--- config.mk ---
export PLATFORM = sky130hd
export DESIGN_NAME = kid_collision_detector_flat
export DESIGN_NICKNAME = d
export VERILOG_FILES = /design/src/rtl/kid_collision_detector_pkg.sv /design/src/rtl/kid_collision_detector_if.sv /design/src/rtl/kid_collision_detector_sat_counter.sv /design/src/rtl/kid_collision_detector.sv /design/src/flat_wrapper.sv
export SDC_FILE = /design/constraint.sdc
export NUM_CORES = 1
export LEC_CHECK = 0
export ABC_AREA = 1
export BUFFER_PORTS_ARGS = -buffer_cell sky130_fd_sc_hd__clkbuf_2
export CELL_PAD_IN_SITES_DETAIL_PLACEMENT = 1
export CELL_PAD_IN_SITES_GLOBAL_PLACEMENT = 2
export CORE_MARGIN = 4
export CORE_UTILIZATION = 24
export DETAILED_ROUTE_END_ITERATION = 16
export GPL_TIMING_DRIVEN = 0
export PLACE_DENSITY = 0.72
export SYNTH_ARGS = -nofsm -noshare
export SYNTH_HDL_FRONTEND = slang
export SYNTH_HIERARCHICAL = 1
export SYNTH_SLANG_ARGS = --single-unit
--- constraint.sdc ---
create_clock -name clk -period 1.58 [get_ports clk]
set_input_delay 0.158 -clock clk [delete_from_list [all_inputs] [get_ports clk]]
set_output_delay 0.158 -clock clk [all_outputs]
set_load 0.005 [all_outputs]
--- src/rtl/kid_collision_detector_pkg.sv ---
// Shared game definitions: screen geometry, overlap counter width and the
// collision detector state encoding.
package game_pkg;
    localparam int SCREEN_W      = 800;
    localparam int SCREEN_H      = 600;
    localparam int OVERLAP_CNT_W = 12;
    localparam int POS_W         = 10;

    typedef enum logic [1:0] {
        WAIT_SOF = 2'd0,
        SCAN     = 2'd1,
        EVAL     = 2'd2,
        DEAD     = 2'd3
    } det_state_t;
endpackage

--- src/rtl/kid_collision_detector_if.sv ---
// Sprite pixel stream into the collision detector and its per-frame results.
// master = pixel/respawn source, slave = detector.
interface kid_collision_detector_if #(
    parameter int COUNT_W = game_pkg::OVERLAP_CNT_W
);
    import game_pkg::*;

    logic               pix_en;
    logic [POS_W-1:0]   col;
    logic [POS_W-1:0]   row;
    logic               is_kid;
    logic               is_apple;
    logic               respawn;
    logic               frame_done;
    logic               hit;
    logic               dead;
    logic [COUNT_W-1:0] overlap_cnt;
    logic [POS_W-1:0]   hit_col;
    logic [POS_W-1:0]   hit_row;

    modport master (
        output pix_en, col, row, is_kid, is_apple, respawn,
        input  frame_done, hit, dead, overlap_cnt, hit_col, hit_row
    );

    modport slave (
        input  pix_en, col, row, is_kid, is_apple, respawn,
        output frame_done, hit, dead, overlap_cnt, hit_col, hit_row
    );
endinterface

--- src/rtl/kid_collision_detector_sat_counter.sv ---
// Saturating up-counter: clear has priority and loads the current increment,
// so a clear and a count on the same edge yields 1.
module sat_counter #(
    parameter int COUNT_W = 12
) (
    input  logic               clk,
    input  logic               rst,
    input  logic               clr,
    input  logic               inc,
    output logic [COUNT_W-1:0] count
);
    function automatic logic [COUNT_W-1:0] sat_inc(input logic [COUNT_W-1:0] v);
        return (&v) ? v : v + COUNT_W'(1);
    endfunction

    always_ff @(posedge clk or posedge rst) begin
        if (rst) begin
            count <= '0;
        end else if (clr) begin
            count <= inc ? COUNT_W'(1) : '0;
        end else if (inc) begin
            count <= sat_inc(count);
        end
    end
endmodule

--- src/rtl/kid_collision_detector.sv ---
// Counts kid/apple overlap pixels per frame and raises hit/dead at end of frame.
// Define HIT_POS_LATCH_EN to publish the first overlap position on hit_col/hit_row.
module kid_collision_detector #(
    parameter int SCREEN_W    = game_pkg::SCREEN_W,
    parameter int SCREEN_H    = game_pkg::SCREEN_H,
    parameter int MIN_OVERLAP = 4,
    parameter int COUNT_W     = game_pkg::OVERLAP_CNT_W
) (
    input  logic                    clk,
    input  logic                    rst,
    kid_collision_detector_if.slave bus
);
    import game_pkg::*;

    localparam logic [POS_W:0]   COL_LIM  = (POS_W + 1)'(SCREEN_W);
    localparam logic [POS_W:0]   ROW_LIM  = (POS_W + 1)'(SCREEN_H);
    localparam logic [POS_W-1:0] LAST_COL = POS_W'(SCREEN_W - 1);
    localparam logic [POS_W-1:0] LAST_ROW = POS_W'(SCREEN_H - 1);

    det_state_t         state;
    det_state_t         nxt_state;
    logic               qual;
    logic               ovl;
    logic               sof;
    logic               eof;
    logic               thr;
    logic               acc_clr;
    logic               acc_inc;
    logic [COUNT_W-1:0] acc;
    logic               publish;
    logic               set_dead;
    logic               clr_dead;
    logic               frame_done;
    logic               hit;
    logic               dead_q;
    logic [COUNT_W-1:0] cnt_q;

    assign qual = bus.pix_en && ({1'b0, bus.col} < COL_LIM) && ({1'b0, bus.row} < ROW_LIM);
    assign ovl  = qual && bus.is_kid && bus.is_apple;
    assign sof  = qual && (bus.col == '0) && (bus.row == '0);
    assign eof  = qual && (bus.col == LAST_COL) && (bus.row == LAST_ROW);
    assign thr  = (acc >= COUNT_W'(MIN_OVERLAP));

    sat_counter #(
        .COUNT_W (COUNT_W)
    ) u_acc (
        .clk   (clk),
        .rst   (rst),
        .clr   (acc_clr),
        .inc   (acc_inc),
        .count (acc)
    );

    always_ff @(posedge clk or posedge rst) begin
        if (rst) begin
            state <= WAIT_SOF;
        end else begin
            state <= nxt_state;
        end
    end

    // A (0,0) pixel always restarts the frame: clear and count in the same edge.
    always_comb begin
        nxt_state  = state;
        acc_clr    = 1'b0;
        acc_inc    = 1'b0;
        publish    = 1'b0;
        set_dead   = 1'b0;
        clr_dead   = 1'b0;
        frame_done = 1'b0;
        hit        = 1'b0;
        unique case (state)
            WAIT_SOF: begin
                if (bus.respawn) begin
                    acc_clr = 1'b1;
                end else if (sof) begin
                    acc_clr   = 1'b1;
                    acc_inc   = ovl;
                    nxt_state = SCAN;
                end
            end
            SCAN: begin
                if (bus.respawn) begin
                    acc_clr   = 1'b1;
                    nxt_state = WAIT_SOF;
                end else if (sof) begin
                    acc_clr = 1'b1;
                    acc_inc = ovl;
                end else begin
                    acc_inc = ovl;
                    if (eof) begin
                        nxt_state = EVAL;
                    end
                end
            end
            EVAL: begin
                frame_done = 1'b1;
                publish    = 1'b1;
                acc_clr    = 1'b1;
                nxt_state  = WAIT_SOF;
                if (thr) begin
                    hit = 1'b1;
                    if (!bus.respawn) begin
                        set_dead  = 1'b1;
                        nxt_state = DEAD;
                    end
                end
            end
            DEAD: begin
                if (bus.respawn) begin
                    clr_dead  = 1'b1;
                    nxt_state = WAIT_SOF;
                end
            end
            default: nxt_state = WAIT_SOF;
        endcase
    end

    always_ff @(posedge clk or posedge rst) begin
        if (rst) begin
            dead_q <= 1'b0;
            cnt_q  <= '0;
        end else begin
            if (set_dead) begin
                dead_q <= 1'b1;
            end else if (clr_dead) begin
                dead_q <= 1'b0;
            end
            if (publish) begin
                cnt_q <= acc;
            end
        end
    end

    assign bus.frame_done  = frame_done;
    assign bus.hit         = hit;
    assign bus.dead        = dead_q;
    assign bus.overlap_cnt = cnt_q;

`ifdef HIT_POS_LATCH_EN
    // The shadow tracks the accumulator: cleared with it, captured on its first count.
    logic             shd_vld;
    logic             shd_cap;
    logic [POS_W-1:0] shd_col;
    logic [POS_W-1:0] shd_row;
    logic [POS_W-1:0] hit_col_q;
    logic [POS_W-1:0] hit_row_q;

    assign shd_cap = acc_inc && (acc_clr || !shd_vld);

    always_ff @(posedge clk or posedge rst) begin
        if (rst) begin
            shd_vld <= 1'b0;
        end else if (shd_cap) begin
            shd_vld <= 1'b1;
        end else if (acc_clr) begin
            shd_vld <= 1'b0;
        end
    end

    always_ff @(posedge clk) begin
        if (shd_cap) begin
            shd_col <= bus.col;
            shd_row <= bus.row;
        end
    end

    always_ff @(posedge clk or posedge rst) begin
        if (rst) begin
            hit_col_q <= '0;
            hit_row_q <= '0;
        end else if (publish) begin
            hit_col_q <= shd_vld ? shd_col : '0;
            hit_row_q <= shd_vld ? shd_row : '0;
        end
    end

    assign bus.hit_col = hit_col_q;
    assign bus.hit_row = hit_row_q;
`else
    assign bus.hit_col = '0;
    assign bus.hit_row = '0;
`endif
endmodule
--- src/flat_wrapper.sv ---
// flat-port wrapper written by rule: the top's interface ports become plain ports
module kid_collision_detector_flat import game_pkg::*;
#(
    parameter int SCREEN_W    = game_pkg::SCREEN_W,
    parameter int SCREEN_H    = game_pkg::SCREEN_H,
    parameter int MIN_OVERLAP = 4,
    parameter int COUNT_W     = game_pkg::OVERLAP_CNT_W
)
  (clk, rst, bus_pix_en, bus_col, bus_row, bus_is_kid, bus_is_apple, bus_respawn, bus_frame_done, bus_hit, bus_dead, bus_overlap_cnt, bus_hit_col, bus_hit_row);
  kid_collision_detector_if #(.COUNT_W(COUNT_W)) bus_i ();
  input  logic clk;
  input  logic rst;
  input wire logic [$bits(bus_i.pix_en)-1:0] bus_pix_en;
  input wire logic [$bits(bus_i.col)-1:0] bus_col;
  input wire logic [$bits(bus_i.row)-1:0] bus_row;
  input wire logic [$bits(bus_i.is_kid)-1:0] bus_is_kid;
  input wire logic [$bits(bus_i.is_apple)-1:0] bus_is_apple;
  input wire logic [$bits(bus_i.respawn)-1:0] bus_respawn;
  output wire logic [$bits(bus_i.frame_done)-1:0] bus_frame_done;
  output wire logic [$bits(bus_i.hit)-1:0] bus_hit;
  output wire logic [$bits(bus_i.dead)-1:0] bus_dead;
  output wire logic [$bits(bus_i.overlap_cnt)-1:0] bus_overlap_cnt;
  output wire logic [$bits(bus_i.hit_col)-1:0] bus_hit_col;
  output wire logic [$bits(bus_i.hit_row)-1:0] bus_hit_row;
  assign bus_i.pix_en = bus_pix_en;
  assign bus_i.col = bus_col;
  assign bus_i.row = bus_row;
  assign bus_i.is_kid = bus_is_kid;
  assign bus_i.is_apple = bus_is_apple;
  assign bus_i.respawn = bus_respawn;
  assign bus_frame_done = bus_i.frame_done;
  assign bus_hit = bus_i.hit;
  assign bus_dead = bus_i.dead;
  assign bus_overlap_cnt = bus_i.overlap_cnt;
  assign bus_hit_col = bus_i.hit_col;
  assign bus_hit_row = bus_i.hit_row;
  kid_collision_detector #(.SCREEN_W(SCREEN_W), .SCREEN_H(SCREEN_H), .MIN_OVERLAP(MIN_OVERLAP), .COUNT_W(COUNT_W)) u_core (.clk(clk), .rst(rst), .bus(bus_i));
endmodule
==> results.yml <==
global_route:
  grt_pass1_vias: 1861
  antenna_found_initial: 0
  grt_use_total_pct: 11.2
  grt_pass1_wl_mm: 8.91
  grt_max_degree: 18
  overflow: 0
detailed_routing:
  first_iter_violations: 57
  drc: 0
  ant_nets: 0
  wirelength_mm: 5.19
  drtPass1Iterations: 4
  route.vias.total: 1838
  vias_per_cell: 4.07
  wl_per_cell_um: 11.5
floorplanning:
  dieArea_um2: 9410
  die_x_um: 97.0
  rows: 32
  die_y_um: 97.0
  io_pins: 61
  initial_utilization_pct: 24.6
  core-area_um2: 7730
clock_tree:
  clk_pin_slew_ps: 100
  root_buffer: "clkbuf_8"
  clockBufferDepth: 2
  htreeDepth: 1
  cts_tree: "built"
  insertion_delay_ps: 280
  cts_buffers: 3
  clock-sinks: 27
logic_synthesis:
  syn_area_um2: 1900
  ys_seq_elements: 27
  ys_seq_area_share_pct: 35.5
  yosys-top-cells-area: "dfrtp_1, nand2_1, buf_4"
  ys_types: 28
  yosysWarnings: 6
  yosysTopAreaCellShare_pct: 35.5
  synth_top_cell_by_area: "dfrtp_1"
  syn_area_per_cell_um2: 6.79
  postSynthCellCount: 280
final_layout:
  multi_input_area_um2: 1010
  register_area_um2: 681
  area_delta_synth_final_pct: 29.4
  drive_gt1_share_pct: 30.6
  mostFrequentLayoutCell: "nand2_1"
  fin_area_um2: 2460
  antennaDiodeCount: 0
  stdcell_count: 452
  nFillCells: 1001
  fin_util_pct: 31.8
  nets: 378
  most-common-layout-cells: "nand2_1, clkbuf_2, inv_1"
worst_hold_path:
  worst_hold_path_type: "in2reg"
status:
  outcome: "completed"
placement:
  hpwl_mm: 4.20
  dp.cells: 441
  io_buffers: 40
  post_dp_cell_area_um2: 2300
  gp_congestion: 0.742
timing:
  worst_pin_slew_ps: 609
  fin_crit_sh_pct: 94.4
  hold_ws_ps: 170
  slew_violations: 0
  timing.fmax_mhz: 671
  slew_headroom_pct: 59.4
  skew_ps: 5.01
  fin_crit_ps: 1490
  hold_viol: 0
  finalSetupViolations: 0
  rsz0062_at_grt: "false"
power:
  p_leak_nw: 1.31
  p_per_area_nw_per_um2: 598
  irDropWorstVdd_v: 0.000319
  power_mw: 1.47
critical_path:
  r2r_setup_slack_ps: 90
  path_max_fanout: 4
  worstPathRequired_ps: 1750
  worstPathArrival_ps: 1660
  start_kind: "flip-flop"
  crit_type: "reg2reg"
  critPathCaptureType: "flip-flop"
job:
  drv_cap: 0
[worst max-delay path, cell delays in order (launching register included)]
cell     delay (ps)
dfrtp_2         460
nor2_4          140
nand4_1         150
a21oi_4         220
buf_4           150
nand3_1          70
o21ai_1         140
nor2_1           60
[final cells by class]
cell class / count / area share, %
buffer: 23 / 7.68
clock buffer: 3 / 1.68
tap: 102 / 5.19
clock inverter: 1 / 0.305
multi-input combinational: 211 / 41.1
inverter: 37 / 5.65
timing repair buffer: 48 / 10.7
sequential: 27 / 27.7
[state kept, by name, summed over array words and instances, names as in the netlist]
register / cells
u_core/bus.overlap_cnt: 12
u_core/u_acc/count: 12
u_core/state: 2
u_core/bus.dead: 1
[what timing repair did]
action / 4_1_cts / 5_1_grt
endpoints found under the setup margin: 13 / 13
hold endpoints to repair: 27 / 0
pin swaps: 0 / 2
resized for setup: 7 / 9
hold buffers: 1 / 0
buffers inserted: 2 / 5
[Yosys cell counts (all sizes together)]
master	instances
nand2	99
nor2	41
inv	36
dfrtp	27
nand3	25
buf	24
o21ai	12
a21oi	5
nand4	3
a22oi	1
clkinv	1
conb	1
ha	1
nand3b	1
nor3	1
xnor2	1
xor2	1
[routing by layer]
layer  GRT usage, %  up-vias  routed length, um
met5              0        -                  0
met4           1.30        0                 25
met3           2.31        2                215
met2           19.4       35               2500
met1           14.8      843               2450
li1               -      958                  -
[cells by family after synthesis]
| kind of cell | count (synthesis) | share of synthesized area [%] |
|---|---|---|
| adders and majority gates | 1 | 0.658 |
| DFF | 27 | 35.5 |
| and+or+nand+nor | 170 | 40.2 |
| other | 1 | 0.197 |
| xor gates and xnor gates | 2 | 0.922 |
| AOI/OAI and AO/OA | 18 | 5.07 |
| buffers and inverters | 61 | 17.4 |
[power by group]
part / leakage, nW / switching, mW / internal, mW
Combinational: 0.926 / 0.167 / 0.132
Clock: 0.0217 / 0.235 / 0.179
Sequential: 0.365 / 0.0334 / 0.724
[path summary, 6_finish.rpt]
path                                                 from                        end  depth (start not counted)
worst max-delay path                      u_core/state[1]     u_core/u_acc/count[10]                          7
max in group asynchronous                             rst            u_core/state[1]                          3
min in group asynchronous                             rst      u_core/u_acc/count[3]                          3
worst min register to register  u_core/bus.overlap_cnt[5]  u_core/bus.overlap_cnt[5]                          2
worst max register to register            u_core/state[1]     u_core/u_acc/count[10]                          7
worst min-delay path                          bus_respawn            u_core/bus.dead                          2
[through the flow]
| stage | setup TNS (ps) | worst slack [ps] |
|---|---|---|
| finish | 0 | 88.7 |
| global route | 0 | 2.24 |
| CTS | 0 | 1.72 |
| detailed placement | -6530 | -595 |
| global placement | -6470 | -589 |
| floorplan | 0 | 39.6 |
Note: power is estimated with default switching activity, not from simulation.
